File: config.mk
export PLATFORM = sky130hd
export DESIGN_NAME = fetch_ctrl
export DESIGN_NICKNAME = d
export VERILOG_FILES = /design/src/rtl/fetch_ctrl_pkg.sv /design/src/rtl/fetch_ctrl.sv
export SDC_FILE = /design/constraint.sdc
export NUM_CORES = 1
export LEC_CHECK = 0
export CORE_MARGIN = 2
export CORE_UTILIZATION = 23
export DETAILED_ROUTE_END_ITERATION = 7
export DONT_BUFFER_PORTS = 1
export PLACE_DENSITY = 0.33
export SLEW_MARGIN = 5
export SYNTH_ARGS = -nofsm -noshare
export SYNTH_HDL_FRONTEND = slang
export SYNTH_SLANG_ARGS = --single-unit
File: constraint.sdc
create_clock -name clk -period 5.72 [get_ports clk]
set_input_delay 0.572 -clock clk [delete_from_list [all_inputs] [get_ports clk]]
set_output_delay 0.572 -clock clk [all_outputs]
set_load 0.05 [all_outputs]
File: src/rtl/fetch_ctrl_pkg.sv
// Shared definitions for the instruction-fetch sequencer: state encoding,
// default widths and the PC increment.
package fetch_ctrl_pkg;

    localparam int MEMORY_ADDR_W = 32;
    localparam int MEMORY_DATA_W = 32;
    localparam int FETCH_PC_INC  = 4;

    typedef enum logic [1:0] {
        FETCH_IDLE = 2'd0,
        FETCH_REQ  = 2'd1,
        FETCH_WAIT = 2'd2,
        FETCH_HOLD = 2'd3
    } fetch_state_t;

endpackage

File: src/rtl/fetch_ctrl.sv
// Instruction-fetch sequencer: owns the PC and the instruction register,
// keeps a single request outstanding to instruction memory, holds the fetched
// word until execute takes it, and handles branch/jump redirects, including
// dropping the one response that belongs to a superseded request.
module fetch_ctrl
    import fetch_ctrl_pkg::*;
#(
    parameter int              ADDR_W   = MEMORY_ADDR_W,
    parameter int              DATA_W   = MEMORY_DATA_W,
    parameter logic [ADDR_W-1:0] RESET_PC = '0
) (
    input  logic              clk,
    input  logic              rst_n,
    output logic              imem_req,
    output logic [ADDR_W-1:0] imem_addr,
    input  logic              imem_ready,
    input  logic              imem_rvalid,
    input  logic [DATA_W-1:0] imem_rdata,
    output logic              inst_valid,
    output logic [DATA_W-1:0] inst_data,
    output logic [ADDR_W-1:0] inst_pc,
    input  logic              inst_ready,
    input  logic              redirect_valid,
    input  logic [ADDR_W-1:0] redirect_pc
);

    fetch_state_t      state_reg, state_next;
    logic [ADDR_W-1:0] pc_reg, pc_next;
    logic              discard_reg, discard_next;
    logic              imem_req_reg;
    logic [ADDR_W-1:0] imem_addr_reg;
    logic              inst_valid_reg, inst_valid_next;
    logic [DATA_W-1:0] inst_data_reg, inst_data_next;
    logic [ADDR_W-1:0] inst_pc_reg, inst_pc_next;
    logic [ADDR_W-1:0] target_pc;

    // Redirect targets are word aligned; the low two bits are forced to zero.
    assign target_pc = {redirect_pc[ADDR_W-1:2], 2'b00};

    // Next-state and datapath selection; redirect overrides everything else.
    always_comb begin
        state_next      = state_reg;
        pc_next         = pc_reg;
        discard_next    = discard_reg;
        inst_valid_next = inst_valid_reg;
        inst_data_next  = inst_data_reg;
        inst_pc_next    = inst_pc_reg;
        case (state_reg)
            FETCH_IDLE: begin
                state_next = FETCH_REQ;
                if (redirect_valid) begin
                    pc_next = target_pc;
                end
            end
            FETCH_REQ: begin
                if (imem_ready) begin
                    state_next = FETCH_WAIT;
                end
                if (redirect_valid) begin
                    pc_next = target_pc;
                    // An accepted request to the old pc will still answer.
                    if (imem_ready) begin
                        discard_next = 1'b1;
                    end
                end
            end
            FETCH_WAIT: begin
                if (imem_rvalid) begin
                    if (redirect_valid) begin
                        pc_next      = target_pc;
                        discard_next = 1'b0;
                        state_next   = FETCH_REQ;
                    end else if (discard_reg) begin
                        discard_next = 1'b0;
                        state_next   = FETCH_REQ;
                    end else begin
                        inst_data_next  = imem_rdata;
                        inst_pc_next    = pc_reg;
                        pc_next         = pc_reg + ADDR_W'(FETCH_PC_INC);
                        inst_valid_next = 1'b1;
                        state_next      = FETCH_HOLD;
                    end
                end else if (redirect_valid) begin
                    pc_next      = target_pc;
                    discard_next = 1'b1;
                end
            end
            FETCH_HOLD: begin
                if (redirect_valid) begin
                    inst_valid_next = 1'b0;
                    pc_next         = target_pc;
                    state_next      = FETCH_REQ;
                end else if (inst_ready) begin
                    inst_valid_next = 1'b0;
                    state_next      = FETCH_REQ;
                end
            end
            default: begin
                state_next = FETCH_IDLE;
            end
        endcase
    end

    // FSM state, PC, instruction register and registered memory request.
    always_ff @(posedge clk or negedge rst_n) begin
        if (!rst_n) begin
            state_reg      <= FETCH_IDLE;
            pc_reg         <= RESET_PC;
            discard_reg    <= 1'b0;
            imem_req_reg   <= 1'b0;
            imem_addr_reg  <= RESET_PC;
            inst_valid_reg <= 1'b0;
            inst_data_reg  <= '0;
            inst_pc_reg    <= '0;
        end else begin
            state_reg      <= state_next;
            pc_reg         <= pc_next;
            discard_reg    <= discard_next;
            imem_req_reg   <= (state_next == FETCH_REQ);
            imem_addr_reg  <= pc_next;
            inst_valid_reg <= inst_valid_next;
            inst_data_reg  <= inst_data_next;
            inst_pc_reg    <= inst_pc_next;
        end
    end

    assign imem_req   = imem_req_reg;
    assign imem_addr  = imem_addr_reg;
    assign inst_valid = inst_valid_reg;
    assign inst_data  = inst_data_reg;
    assign inst_pc    = inst_pc_reg;

endmodule
==> results.yml, run 1 <==
synthesis:
  synth_edf_count: 0
  synth_seq_cells: 101
  muxShareOfSynthArea: 0.1716
  synthFlopType: "dfrtp_1"
  synth_top_family_by_area: "multiplexers"
  yosys_warnings: 0
  avgSynthCellArea_um2: 12.16
  synthSimpleGateAreaFrac: 0.1288
  synth_fa_ha_area_frac: 0.002851
  synth-compound-area-share: 0.05844
  synth_area_leaders: "dfrtp_1 (58%), mux2_2 (17%), nand2_1 (3.3%)"
  synth_area_um2: 4389
  synth_top_area_frac: 0.5758
  ys_types: 46
  synth_xor_area_frac: 0.03991
  synthArstFlopShare: 1.000
  synth_fp_nets: 432
  synth_cells: 361
  yosys.area.top_type: "dfrtp_1"
  yosysSeqAreaShare: 0.5758
global_route:
  grt_pass1_vias: 2961
  grt_max_degree: 102
  grt_pass1_wl_um: 17000
  antenna_found_initial: 1
  grt-ovfl-total: 0
  track_usage: 0.1114
clock_tree:
  cts_tree: "done"
  clock-sinks: 101
  cts.path.max_buffers: 2
  clock_latency_ns: 0.35
  htree_levels: 3
  cts_resized: 0
  root_buffer: "clkbuf_16"
  clk_pin_slew_worst_paths_ns: 0.07
  numCtsBuffers: 9
timing:
  clock_skew_ns: 0.009370
  layout_min_cycle_time_ns: 2.770
  setup_slack_ns: 2.950
  tns_ns: 0
  rsz0062_at_grt: "false"
  finalCritPeriodShare: 0.4843
  hold_viol_final: 0
  finalMaxSlewViolations: 0
  clock.fmax_mhz: 361.0
  tightest_slew_ns: 1.038
  maxSlewHeadroom: 0.3013
  setup_viol: 0
  worst_hold_slack_ns: 0.1589
detailed_routing:
  dr.pass1.iters: 4
  wl_um: 11090
  via_count: 2773
  vias_per_cell: 4.668
  wl_per_cell_um: 18.67
  ant_nets: 0
  drc: 0
  drt_iter0_markers: 133
layout:
  fillCellCount: 1931
  insertedDiodeCount: 0
  syn_to_final_growth_pct: 13.31
  post-route-util: 0.2659
  drive_gt1_frac: 0.2472
  layout.cells.non_filler: 594
  final_nets: 426
status:
  outcome: "complete, no violations"
worst_hold_path:
  hold_path.class: "in -> async"
worst_setup_path:
  crit_required_ns: 5.93
  worst_path_max_delay_cell: "nor4_2"
  crit_path_start_kind: "flip-flop"
  crit_fanout: 8
  crit_chain: "nand3_1 > or3_1 > nor4_2 > a41o_1 > o211ai_1"
  crit_type: "reg -> reg"
  arrival_ns: 2.98
  end_kind: "flip-flop"
  max_stage_delay_ns: 0.80
die:
  num_rows: 50
  ios: 168
  die_y_um: 142.1
  core_um2: 18710
  die_area_um2: 20210
  die_w_um: 142.1
  start_util: 0.2346
placed_design:
  portBuffers: 0
  dp_slack_ns: 2.907
  finalWeightedCongestion: 0.6475
  hpwl_um: 7505
  dp.cells: 577
power:
  ir_drop_v: 0.0001819
  powerDensity_nw_per_um2: 554.5
  power_leakage_nw: 2.102
run:
  maxCapViolations: 0
==> metal layers <==
metal	part of all wire	global-route usage	vias to the layer above
li1	-	-	1265
met1	0.46	0.1431	1372
met2	0.42	0.1645	121
met3	0.10	0.05215	13
met4	0.012	0.03789	2
met5	0.0012	0	-
==> layout by cell type, fill, tap and decap left out, drive strengths merged, types with 10 or more instances in the layout <==
cell type  netlist  layout
nor2            12      12
xor2            15      15
o21ai           22      22
nand3           12      12
nand4           10      10
nand2           39      39
dfrtp          101     101
mux2            66      66
clkbuf          14      13
==> report_power, final <==
group / internal (mW) / total [mW] / switching, mW
clock: 0.408 / 0.682 / 0.274
sequential: 0.907 / 1.80 / 0.896
combinational: 0.175 / 0.272 / 0.0972
total: 1.49 / 2.76 / 1.27
==> final timing paths <==
kind                                           start                   endpoint  slack, ns  depth (start not counted)
setup / recovery           imem_addr[14]$_DFFE_PN0P_  imem_addr[26]$_DFFE_PN0P_       2.95                          5
hold / removal                                 rst_n   inst_data[9]$_DFFE_PN0P_       0.16                          1
setup reg to reg           imem_addr[14]$_DFFE_PN0P_  imem_addr[26]$_DFFE_PN0P_       2.95                          5
hold reg to reg               state_reg[1]$_DFF_PN0_    discard_reg$_DFFE_PN0P_       0.63                          1
max in group asynchronous                      rst_n    discard_reg$_DFFE_PN0P_       5.16                          1
min in group clk                      redirect_valid  imem_addr[13]$_DFFE_PN0P_       0.33                          1
==> synthesized netlist by cell type (2+ instances only) <==
cell	number
nor4_1	3
or3_1	3
nand3b_1	2
and4_1	2
dfrtp_1	101
xnor2_1	5
nand4_1	9
o21a_1	2
nor3_1	5
clkbuf_1	13
nand2b_1	5
mux2_2	66
nor2b_1	4
o211ai_1	4
o21ai_0	22
inv_1	4
buf_2	6
nand2_1	39
a21oi_1	4
nand3_1	11
xor2_1	15
nor2_1	12
==> final cells by class <==
class | instances | area, µm² | share of cell area
clock buffers | 13 | 260.3 | 0.05233
inverters | 4 | 15.01 | 0.003019
multi-input cells | 236 | 1768 | 0.3555
repair buffers | 3 | 42.54 | 0.008553
clock inverters | 3 | 67.56 | 0.01358
flip-flops and latches | 101 | 2527 | 0.5082
well taps | 234 | 292.8 | 0.05887
==> kinds of logic (layout without fill, tap and decap cells) <==
logic type                 count (synthesis)  after routing
adders and majority gates                  1              1
muxes                                     67             67
buffers and inverters                     24             23
DFF                                      101            101
xor gates and xnor gates                  20             20
AOI/OAI and AO/OA                         41             41
and+or+nand+nor                          107            107
==> repair_timing <==
item	in CTS	in global routing
buffers inserted	0	0
hold endpoints to repair	101	0
hold buffers	1	0
setup endpoints to repair	0	0
==> worst max-delay path, delay by kind of cell (launching register included) <==
kind	cells	cell delay, ns
AOI/OAI and AO/OA	2	0.35
and+or+nand+nor	3	1.53
DFF	1	0.74
==> through the flow <==
step | instance area (µm²) | power, mW
after global placement | 4618 | 2.077
final | 4974 | 2.758
after global routing | 4974 | 2.895
after CTS | 4974 | 2.810
after floorplan | 4389 | 2.006
after detailed placement | 4618 | 2.087
(Power assumes the default switching activity.)
==> inputs of run 2 (changes only) <==
==> constraint.sdc (replaced) <==
create_clock -name clk -period 2.7 [get_ports clk]
set_input_delay 0.27 -clock clk [delete_from_list [all_inputs] [get_ports clk]]
set_output_delay 0.27 -clock clk [all_outputs]
set_load 0.05 [all_outputs]
==> results.yml, run 2 (synthesized netlist as in run 1, its figures left out) <==
global_route:
  grt_pass1_wl_um: 17640
  grt-ovfl-total: 0
  grt_pass1_vias: 2991
  antenna_found_initial: 0
  grt_max_degree: 102
  track_usage: 0.1154
die:
  die_area_um2: 20210
  start_util: 0.2346
  num_rows: 50
  core_um2: 18710
  die_w_um: 142.1
  ios: 168
  die_y_um: 142.1
clock_tree:
  cts_resized: 0
  clock_latency_ns: 0.35
  root_buffer: "clkbuf_16"
  clock-sinks: 101
  post_cts_buffers: 0
  cts.path.max_buffers: 2
  htree_levels: 3
  ctsHoldBuffers: 3
  clk_pin_slew_worst_paths_ns: 0.07
  cts_tree: "done"
  numCtsBuffers: 9
worst_hold_path:
  hold_path.startpoint: "redirect_valid"
  holdPathEnd: "imem_addr[2]$_DFFE_PN0P_"
  whs_path_depth: 1
  hold_path.class: "in -> reg"
detailed_routing:
  wl_um: 11500
  dr.pass1.iters: 4
  vias_per_cell: 4.621
  via_count: 2893
  wl_per_cell_um: 18.38
  ant_nets: 0
  drc: 0
  drt_iter0_markers: 128
worst_setup_path:
  crit_type: "reg -> reg"
  r2r-end: "imem_addr[25]$_DFFE_PN0P_"
  max_stage_delay_ns: 0.72
  crit_chain: "nor4bb_1 > nand4_1 > or4b_1 > or3_1 > nand3_1"
  end_kind: "flip-flop"
  worst-r2r-setup-slack_ns: 0.42
  crit_fanout: 9
  crit_path_start_kind: "flip-flop"
  arrival_ns: 2.57
  path_buf_inv: 0
  worst_path_max_delay_cell: "or4b_1"
  crit_required_ns: 2.99
  r2r_start: "state_reg[1]$_DFF_PN0_"
  rr_worst_depth: 5
  critPathTopFamily: "simple AND/OR/NAND/NOR gates"
  critical_path_depth: 5
timing:
  clock_skew_ns: 0.009417
  finalMaxSlewViolations: 0
  worst_hold_slack_ns: 0.02010
  finalCritPeriodShare: 0.8434
  setup_viol: 0
  rsz0062_at_grt: "false"
  tightest_slew_ns: 0.6175
  layout_min_cycle_time_ns: 2.277
  tns_ns: 0
  clock.fmax_mhz: 439.1
  hold_viol_final: 0
  maxSlewHeadroom: 0.5884
layout:
  final_cell_mix: "dfrtp_1 (101), mux2_2 (66), nand2_1 (39)"
  design_area_um2: 5197
  final_nets: 457
  syn_to_final_growth_pct: 18.41
  layout_commonest_cell: "dfrtp_1"
  drive_gt1_frac: 0.3043
run:
  maxCapViolations: 0
power:
  powerDensity_nw_per_um2: 1125
  power_leakage_nw: 2.247
  totalPowerFinal_mw: 5.846
  ir_drop_v: 0.0004143
placed_design:
  finalWeightedCongestion: 0.6706
  portBuffers: 0
  hpwl_um: 7825
  postPlaceCellArea_um2: 4836
status:
  outcome: "complete, no violations"
## run 2: cell count changes in the layout (fill, tap and decap cells not counted)
cell and change:
clkbuf_1 -1, diode_2 +1, dlygate4sd3_1 +2, clkinv_4 +1
buf_4 +29, bufinv_16 -1, inv_6 +1
## run 2: area by class of cell
type                            instances  area [µm²]
Clock buffer                           12       256.5
Inverter                                4       15.01
Multi-Input combinational cell        236        1768
Tap cell                              234       292.8
Clock inverter                          4       55.05
Antenna cell                            1       2.502
Fill cell                            1933       13510
Sequential cell                       101        2527
Timing Repair Buffer                   34       280.3
## run 2: per-layer routing
layer	routed length, µm	GRT usage	vias up
li1	-	-	1323
met4	184	0.04737	0
met1	5300	0.1531	1431
met3	1036	0.04172	10
met2	4983	0.1701	129
met5	0	0	-
## run 2: worst reg2reg max path, stage by stage, from the launching register on
cell and delay (ns):
dfrtp_1 0.48, nor4bb_1 0.36, nand4_1 0.21, or4b_1 0.72, or3_1 0.37, nand3_1 0.08
## run 2: where the power goes
| group | leakage [nW] | total (mW) | internal, mW | switching [mW] |
|---|---|---|---|---|
| logic | 0.802 | 0.827 | 0.420 | 0.407 |
| clock network | 0.149 | 1.38 | 0.776 | 0.606 |
| registers | 1.30 | 3.64 | 1.93 | 1.71 |
| total | 2.25 | 5.85 | 3.12 | 2.72 |
## run 2: how the worst max path moves through the flow
stage | from | to | slack (ns)
after floorplan | imem_addr[14]$_DFFE_PN0P_ | imem_addr[25]$_DFFE_PN0P_ | 0.31
after global placement | state_reg[0]$_DFF_PN0_ | imem_addr[25]$_DFFE_PN0P_ | 0.44
after detailed placement | state_reg[0]$_DFF_PN0_ | imem_addr[25]$_DFFE_PN0P_ | 0.42
final | state_reg[1]$_DFF_PN0_ | imem_addr[25]$_DFFE_PN0P_ | 0.42
after CTS | state_reg[0]$_DFF_PN0_ | imem_addr[25]$_DFFE_PN0P_ | 0.41
after global routing | state_reg[1]$_DFF_PN0_ | imem_addr[25]$_DFFE_PN0P_ | 0.27
## run 2: metrics by stage
step	instances	setup WS [ns]	util
6_report	626	0.4228	0.2779
5_1_grt	625	0.2660	0.2777
3_3_place_gp	606	0.4419	0.2585
3_5_place_dp	606	0.4231	0.2585
2_1_floorplan	361	0.3121	-
4_1_cts	625	0.4066	0.2777
